File: config.mk
export PLATFORM = sky130hd
export DESIGN_NAME = uart_tx_fsm_flat
export DESIGN_NICKNAME = d
export VERILOG_FILES = /design/src/rtl/uart_tx_fsm_if.sv /design/src/rtl/uart_tx_fsm.sv /design/src/flat_wrapper.sv
export SDC_FILE = /design/constraint.sdc
export NUM_CORES = 1
export LEC_CHECK = 0
export CORE_MARGIN = 2
export CORE_UTILIZATION = 33
export DETAILED_ROUTE_END_ITERATION = 8
export GPL_TIMING_DRIVEN = 0
export PLACE_DENSITY = 0.62
export RECOVER_POWER = 25
export SYNTH_ARGS = -nofsm -noshare
export SYNTH_HDL_FRONTEND = slang
export SYNTH_SLANG_ARGS = --single-unit
File: constraint.sdc
create_clock -name clk -period 2.2 [get_ports clk]
set_input_delay 0.44 -clock clk [delete_from_list [all_inputs] [get_ports clk]]
set_output_delay 0.44 -clock clk [all_outputs]
set_load 0.02 [all_outputs]
File: src/rtl/uart_tx_fsm_if.sv
// UART transmitter bus: byte/config from the data source, serial line and busy back.
interface uart_tx_fsm_if #(
    parameter int unsigned DATA_WIDTH = 8,
    parameter int unsigned PRE_WIDTH  = 5
);
    logic [DATA_WIDTH-1:0] P_DATA;
    logic                  DATA_VALID;
    logic                  PAR_EN;
    logic                  PAR_TYP;
    logic [PRE_WIDTH-1:0]  prescale;
    logic                  TX_OUT;
    logic                  busy;

    // Data source side
    modport master (
        output P_DATA, DATA_VALID, PAR_EN, PAR_TYP, prescale,
        input  TX_OUT, busy
    );

    // Transmitter side
    modport slave (
        input  P_DATA, DATA_VALID, PAR_EN, PAR_TYP, prescale,
        output TX_OUT, busy
    );
endinterface

File: src/rtl/uart_tx_fsm.sv
// UART transmitter: start bit, LSB-first data, optional parity, one stop bit.
// Bit period is prescale clocks (0 treated as 1); all config latched on acceptance.
module uart_tx_fsm #(
    parameter int unsigned DATA_WIDTH = 8,
    parameter int unsigned PRE_WIDTH  = 5
) (
    input  logic         clk,
    input  logic         rst,
    uart_tx_fsm_if.slave bus
);
    localparam int unsigned CNT_W = (DATA_WIDTH > 1) ? $clog2(DATA_WIDTH) : 1;

    typedef enum logic [2:0] {
        IDLE   = 3'd0,
        START  = 3'd1,
        DATA   = 3'd2,
        PARITY = 3'd3,
        STOP   = 3'd4
    } state_t;

    state_t                state_q,    state_d;
    logic [PRE_WIDTH-1:0]  edge_cnt_q, edge_cnt_d;
    logic [CNT_W-1:0]      bit_cnt_q,  bit_cnt_d;
    logic [DATA_WIDTH-1:0] data_q,     data_d;
    logic                  par_en_q,   par_en_d;
    logic                  par_bit_q,  par_bit_d;
    logic [PRE_WIDTH-1:0]  pre_q,      pre_d;
    logic                  tx_out_q,   tx_out_d;
    logic                  busy_q,     busy_d;

    logic                  bit_end_c;
    logic [CNT_W-1:0]      bit_nxt_c;
    logic [PRE_WIDTH-1:0]  edge_nxt_c;

    // Divider terminal count and counter increments
    assign bit_end_c  = (edge_cnt_q == (pre_q - PRE_WIDTH'(1)));
    assign bit_nxt_c  = bit_cnt_q + CNT_W'(1);
    assign edge_nxt_c = edge_cnt_q + PRE_WIDTH'(1);

    // Next-state, counters and registered line/busy values for the coming cycle
    always_comb begin
        state_d    = state_q;
        edge_cnt_d = edge_cnt_q;
        bit_cnt_d  = bit_cnt_q;
        data_d     = data_q;
        par_en_d   = par_en_q;
        par_bit_d  = par_bit_q;
        pre_d      = pre_q;
        tx_out_d   = tx_out_q;
        busy_d     = busy_q;

        case (state_q)
            IDLE: begin
                tx_out_d   = 1'b1;
                busy_d     = 1'b0;
                edge_cnt_d = '0;
                bit_cnt_d  = '0;
                if (bus.DATA_VALID) begin
                    data_d    = bus.P_DATA;
                    par_en_d  = bus.PAR_EN;
                    par_bit_d = bus.PAR_TYP ? ~^bus.P_DATA : ^bus.P_DATA;
                    pre_d     = (bus.prescale == '0) ? PRE_WIDTH'(1) : bus.prescale;
                    state_d   = START;
                    tx_out_d  = 1'b0;
                    busy_d    = 1'b1;
                end
            end
            START: begin
                if (bit_end_c) begin
                    state_d    = DATA;
                    edge_cnt_d = '0;
                    bit_cnt_d  = '0;
                    tx_out_d   = data_q[0];
                end else begin
                    edge_cnt_d = edge_nxt_c;
                end
            end
            DATA: begin
                if (bit_end_c) begin
                    edge_cnt_d = '0;
                    if (bit_cnt_q == CNT_W'(DATA_WIDTH - 1)) begin
                        bit_cnt_d = '0;
                        if (par_en_q) begin
                            state_d  = PARITY;
                            tx_out_d = par_bit_q;
                        end else begin
                            state_d  = STOP;
                            tx_out_d = 1'b1;
                        end
                    end else begin
                        bit_cnt_d = bit_nxt_c;
                        tx_out_d  = data_q[bit_nxt_c];
                    end
                end else begin
                    edge_cnt_d = edge_nxt_c;
                end
            end
            PARITY: begin
                if (bit_end_c) begin
                    state_d    = STOP;
                    edge_cnt_d = '0;
                    tx_out_d   = 1'b1;
                end else begin
                    edge_cnt_d = edge_nxt_c;
                end
            end
            STOP: begin
                if (bit_end_c) begin
                    state_d    = IDLE;
                    edge_cnt_d = '0;
                    bit_cnt_d  = '0;
                    tx_out_d   = 1'b1;
                    busy_d     = 1'b0;
                end else begin
                    edge_cnt_d = edge_nxt_c;
                end
            end
            default: begin
                state_d    = IDLE;
                edge_cnt_d = '0;
                bit_cnt_d  = '0;
                tx_out_d   = 1'b1;
                busy_d     = 1'b0;
            end
        endcase
    end

    // State and datapath registers; reset aborts any frame and idles the line
    always_ff @(posedge clk or posedge rst) begin
        if (rst) begin
            state_q    <= IDLE;
            edge_cnt_q <= '0;
            bit_cnt_q  <= '0;
            data_q     <= '0;
            par_en_q   <= 1'b0;
            par_bit_q  <= 1'b0;
            pre_q      <= '0;
            tx_out_q   <= 1'b1;
            busy_q     <= 1'b0;
        end else begin
            state_q    <= state_d;
            edge_cnt_q <= edge_cnt_d;
            bit_cnt_q  <= bit_cnt_d;
            data_q     <= data_d;
            par_en_q   <= par_en_d;
            par_bit_q  <= par_bit_d;
            pre_q      <= pre_d;
            tx_out_q   <= tx_out_d;
            busy_q     <= busy_d;
        end
    end

    assign bus.TX_OUT = tx_out_q;
    assign bus.busy   = busy_q;

endmodule

File: src/flat_wrapper.sv
// flat-port wrapper written by rule: the top's interface ports become plain ports
module uart_tx_fsm_flat 
#(
    parameter int unsigned DATA_WIDTH = 8,
    parameter int unsigned PRE_WIDTH  = 5
)
  (clk, rst, bus_P_DATA, bus_DATA_VALID, bus_PAR_EN, bus_PAR_TYP, bus_prescale, bus_TX_OUT, bus_busy);
  uart_tx_fsm_if #(.DATA_WIDTH(DATA_WIDTH), .PRE_WIDTH(PRE_WIDTH)) bus_i ();
  input  logic clk;
  input  logic rst;
  input wire logic [$bits(bus_i.P_DATA)-1:0] bus_P_DATA;
  input wire logic [$bits(bus_i.DATA_VALID)-1:0] bus_DATA_VALID;
  input wire logic [$bits(bus_i.PAR_EN)-1:0] bus_PAR_EN;
  input wire logic [$bits(bus_i.PAR_TYP)-1:0] bus_PAR_TYP;
  input wire logic [$bits(bus_i.prescale)-1:0] bus_prescale;
  output wire logic [$bits(bus_i.TX_OUT)-1:0] bus_TX_OUT;
  output wire logic [$bits(bus_i.busy)-1:0] bus_busy;
  assign bus_i.P_DATA = bus_P_DATA;
  assign bus_i.DATA_VALID = bus_DATA_VALID;
  assign bus_i.PAR_EN = bus_PAR_EN;
  assign bus_i.PAR_TYP = bus_PAR_TYP;
  assign bus_i.prescale = bus_prescale;
  assign bus_TX_OUT = bus_i.TX_OUT;
  assign bus_busy = bus_i.busy;
  uart_tx_fsm #(.DATA_WIDTH(DATA_WIDTH), .PRE_WIDTH(PRE_WIDTH)) u_core (.clk(clk), .rst(rst), .bus(bus_i));
endmodule
Yosys cells after proc, flatten, opt, wreduce, memory -nomap -nowiden
Cells that the tools add are included.
{"block": "totals", "regBits": 28, "input_bits": 18, "output_inout_bits": 2, "elab_cells": 69}
{"block": "op_classes", "addsub": 3, "order_cmp": 1, "eq_ne": 14, "muxes": 27, "bitwise_logic": 2, "n_reduce_logical": 13}
{"op": "$mux 3", "n": 9}
{"op": "$mux 5", "n": 3}
{"op": "$pmux 3 s5", "n": 1}
{"op": "$ne 2x1->1 const B", "n": 7}
{"op": "$mux 1", "n": 10}
{"op": "$pmux 3 s3", "n": 1}
{"op": "$reduce_xnor 8->1", "n": 1}
{"op": "$reduce_xor 8->1", "n": 1}
{"op": "$eq 3x2->1 const B", "n": 2}
{"op": "$eq 3x3->1 const B", "n": 2}
{"op": "$reduce_and 3->1", "n": 2}
{"op": "$reduce_and 6->1", "n": 1}
{"op": "$add 5x1->5 const B", "n": 1}
{"op": "$eq 5x5->1", "n": 1}
{"op": "$logic_not 5->1", "n": 1}
{"op": "$sub 5x1->5 const B", "n": 1}
{"op": "$lt 3x4->1 const B", "n": 1}
{"op": "$pmux 1 s4", "n": 1}
{"op": "$reduce_and 2->1", "n": 2}
{"op": "$reduce_or 2->1", "n": 2}
{"op": "$reduce_or 4->1", "n": 1}
{"op": "$add 3x1->3 const B", "n": 1}
{"op": "$bmux 1 s3", "n": 1}
{"op": "$eq 3x1->1 const B", "n": 1}
{"op": "5 further kinds", "n": 6}

Longest topological paths before layout
{"block": "logic_depth", "depth_word": 6, "depth_mapped": 9, "ltp_nobuf": 8}

Least setup slack after synthesis
OpenSTA, ideal clock, no wires.
{"block": "synth_timing", "path_kind": "reg-to-reg", "from": "register u_core.bit_cnt_q[0]", "to": "register u_core.tx_out_q, in the netlist u_core.bus.TX_OUT", "arrival_time_ns": 1.824, "path_slack_ns": 0.297, "stages_incl_launch_ff": 9, "path_buffers": 1, "period_less_slack_ns": 1.903, "path_cell_list": "dfrtp_1 -> ha_1 -> clkbuf_1 -> nor2b_1 -> a2111oi_0 -> a31oi_1 -> a31oi_1 -> o22ai_1 -> o22a_1"}
{"block": "synth_via", "elab_chain_cells": 6}
{"item": "start, declared", "line": "uart_tx_fsm.sv:23", "rtl": "logic [CNT_W-1:0] bit_cnt_q, bit_cnt_d;"}
{"item": "start signal, assigned", "line": "uart_tx_fsm.sv:143", "rtl": "bit_cnt_q <= bit_cnt_d;"}
{"item": "$add 3x1->3", "line": "uart_tx_fsm.sv:37", "rtl": "assign bit_nxt_c = bit_cnt_q + CNT_W'(1);"}
{"item": "$bmux 1 s3", "line": "uart_tx_fsm.sv:92", "rtl": "tx_out_d = data_q[bit_nxt_c];"}
{"item": "$mux 1 (implied by the code)", "line": "uart_tx_fsm.sv:92"}
{"item": "$mux 1 (*)", "line": "uart_tx_fsm.sv:81", "rtl": "if (bit_cnt_q == CNT_W'(DATA_WIDTH - 1)) begin"}
{"item": "$mux 1 (*)", "line": "uart_tx_fsm.sv:79", "rtl": "if (bit_end_c) begin"}
{"item": "$pmux 1 s4 (*)", "line": "uart_tx_fsm.sv:52", "rtl": "case (state_q)"}
{"item": "end signal, assigned", "line": "uart_tx_fsm.sv:148", "rtl": "tx_out_q <= tx_out_d;"}
{"item": "end, declared", "line": "uart_tx_fsm.sv:28", "rtl": "logic tx_out_q, tx_out_d;"}
Mark *: on every way between the ends. The rest lies on a longest branch, timed or not. The select of a mux whose other input is x is not followed.
A chain may end at the register's enable or synchronous reset.

Final worst setup path
{"block": "layout_timing", "from": "register u_core.pre_q[0]", "to": "register u_core.bit_cnt_q[1]"}
{"block": "layout_via", "elab_chain_cells": 4}
{"item": "start, declared", "line": "uart_tx_fsm.sv:27", "rtl": "logic [PRE_WIDTH-1:0] pre_q, pre_d;"}
{"item": "start signal, assigned", "line": "uart_tx_fsm.sv:147", "rtl": "pre_q <= pre_d;"}
{"item": "$sub 5x1->5 (*)", "line": "uart_tx_fsm.sv:36", "rtl": "assign bit_end_c = (edge_cnt_q == (pre_q - PRE_WIDTH'(1)));"}
{"item": "$eq 5x5->1 (*)", "line": "uart_tx_fsm.sv:36"}
{"item": "$ne 2x1->1 (no source line)"}
{"item": "$reduce_and 3->1 (no source line) (*)"}
Mark *: on every way between the ends. The rest lies on a longest branch, timed or not.

==> flow_summary.ini <==
[floorplan]
fp.dieH_um = 73.0
die_w_um = 73.0
ios = 20
rows = 25
core_um2 = 4660
initial_core_util = 0.337
die-area_um2 = 5330

[drt]
post_drt_via_cell_ratio = 5.10
top_layer_used = met4
drt_iter0_drc = 16
antenna_left = 0
routed-wl-met3_um = 74
drc = 0
wire_per_inst_um = 13.1
wl_um = 2860
m1WireLength_um = 1270
vias = 1112
drt_pass1_iterations = 4
wl_met2_um = 1420

[yosys]
synth-compound-area-share = 0.151
ys_types = 38
synth_xor_area_frac = 0.0948
syn-instance-count = 142
syn_avg_cell_area_um2 = 11.1
synth_top_family_by_area = compound AO/OA/AOI/OAI gates
synth_common_cells = 27 x dfrtp_1, 13 x mux2_2, 11 x xnor2_1
yosysTopAreaCellShare = 0.430
synth-edff-count = 0
syn_area_um2 = 1570
synthAdderAreaFrac = 0.0319
synth_top_cell_by_area = dfrtp_1
synth_area_leaders = dfrtp_1 43%, mux2_2 9.3%, xnor2_1 6.1%, xor2_1 3.3%, ha_1 3.2%
muxShareOfSynthArea = 0.119
syn_nets = 164
yosysMostFrequentCell = dfrtp_1
async_flop_share = 1.00
synth_flop_cell = dfrtp_1
synth-seq-cells = 28
yosysSeqAreaShare = 0.447
synthSimpleGateAreaFrac = 0.109
ys_warn_count = 0

[placed_design]
place.port_buffers = 19
hpwl_um = 2230
pre_cts_ws_ns = 0.0672
gp_congestion = 0.849
dp.cells = 215

[setup_path]
required_ns = 2.34
end_kind = register
cp-start-kind = register
arrival_ns = 2.21
path_class = reg2reg
cp_max_fo = 10

[run]
drv_cap = 0

[clock_tree]
cts_root_buffer = clkbuf_8
htree_levels = 1
cts_setup_buffers = 0
cts_resized = 0
numCtsBuffers = 3
clk_path_buf_depth = 2
cts_tree = done
path_clk_slew_ns = 0.10
clk_latency_ns = 0.28
cts_sinks = 28
hold_buffers = 0

[global_routing]
grt_antenna_before_repair = 0
grt_max_degree = 29
track_usage = 0.124
grt_pass1_vias = 1141
gr-total-overflow = 0
grt_pass1_wl_um = 5130

[sta]
fin_crit_sh = 0.940
rsz0062_at_grt = no
fin_skew_ns = 0.00197
setup_viol = 0
finalSetupTns_ns = 0
tightest_slew_ns = 1.02
max_freq_mhz = 484
finalHoldViolations = 0
hold_slack_ns = 0.513
drv_slew = 0
finalWorstSetupSlack_ns = 0.132
timing.slew.headroom = 0.322
finalCriticalPeriod_ns = 2.07

[power_and_ir_drop]
leakagePower_nw = 0.787
p_per_area_nw_per_um2 = 1250
power.total_mw = 2.36
vdd_drop_max_mv = 0.475

[final_layout]
finalNonFillerCells = 218
diodes = 0
drive_gt1_frac = 0.195
fin_nets = 187
synthToLayoutAreaGrowth_pct = 19.7

[outcome]
status = complete, no violations

[min_path]
hp-class = reg2reg
where the power goes:
group | switching [mW] | leakage (nW) | total, mW | internal [mW]
Clock | 0.163 | 0.0288 | 0.323 | 0.160
Combinational | 0.540 | 0.413 | 1.11 | 0.567
Sequential | 0.181 | 0.345 | 0.925 | 0.744
state kept, by name, summed over array words and instances (netlist names):
register,flops
u_core.data_q,8
u_core.edge_cnt_q,5
u_core.pre_q,5
u_core.bit_cnt_q,3
u_core.state_q,3
u_core.bus.TX_OUT,1
u_core.bus.busy,1
u_core.par_bit_q,1
u_core.par_en_q,1
critical path, stage by stage, from the launching register on:
cell       delay, ns
dfrtp_1         0.42
inv_1           0.09
ha_1            0.22
and3_2          0.21
o2bb2ai_2       0.07
a2111oi_4       0.38
buf_6           0.21
nor2_1          0.10
a21oi_1         0.13
o32ai_1         0.11
metal layers:
layer,track usage,vias to the layer above
li1,-,545
met1,0.159,541
met2,0.196,18
met3,0.0180,8
met4,0.0761,0
met5,0,-
layout make-up:
type / instances / area, µm²
fill: 412 / 2780
multi-input combinational: 99 / 793
sequential: 28 / 702
timing repair buffer: 19 / 190
tap: 54 / 67.6
clock buffer: 4 / 55.1
buffer: 6 / 41.3
inverter: 8 / 30.0
stage by stage:
stage | instance area [µm²] | utilization
floorplan | 1570 | -
global placement | 1830 | 0.392
detailed placement | 1830 | 0.392
CTS | 1880 | 0.404
global route | 1880 | 0.403
finish | 1880 | 0.403
logic make-up after synthesis:
group,after synthesis
DFF,28
muxes,17
adders and majority gates,4
xor gates and xnor gates,17
and+or+nand+nor,32
buffers and inverters,15
AOI/OAI and AO/OA,29
cell usage in the layout, fill, tap and decap left out, types with 2 or more instances in the layout:
master,netlist,routed
mux2i_1,4,4
ha_1,4,4
xnor2_1,11,11
dfrtp_1,27,27
mux2_2,13,13
inv_1,8,8
nor2b_1,2,2
a21oi_1,3,3
o21ai_0,9,9
nand3b_1,2,2
buf_2,3,3
nand3_1,4,4
nand2_1,9,9
nor2_1,9,9
clkdlybuf4s50_1,0,18
o32ai_1,2,2
a31oi_1,3,3
xor2_1,6,6
buf_6,2,2
clkbuf_8,0,4
worst paths after layout:
kind | startpoint | endpoint | slack [ns] | cells after the start
setup reg to reg | u_core.pre_q[0] | u_core.bit_cnt_q[1] | 0.13 | 9
hold / removal | u_core.data_q[1] | u_core.data_q[1] | 0.51 | 1
hold reg to reg | u_core.data_q[1] | u_core.data_q[1] | 0.51 | 1
setup / recovery | u_core.pre_q[0] | u_core.bit_cnt_q[1] | 0.13 | 9
max in group asynchronous | rst | u_core.state_q[0] | 0.75 | 2
min in group asynchronous | rst | u_core.data_q[5] | 0.84 | 2
Note: power is estimated with default switching activity, not from simulation.
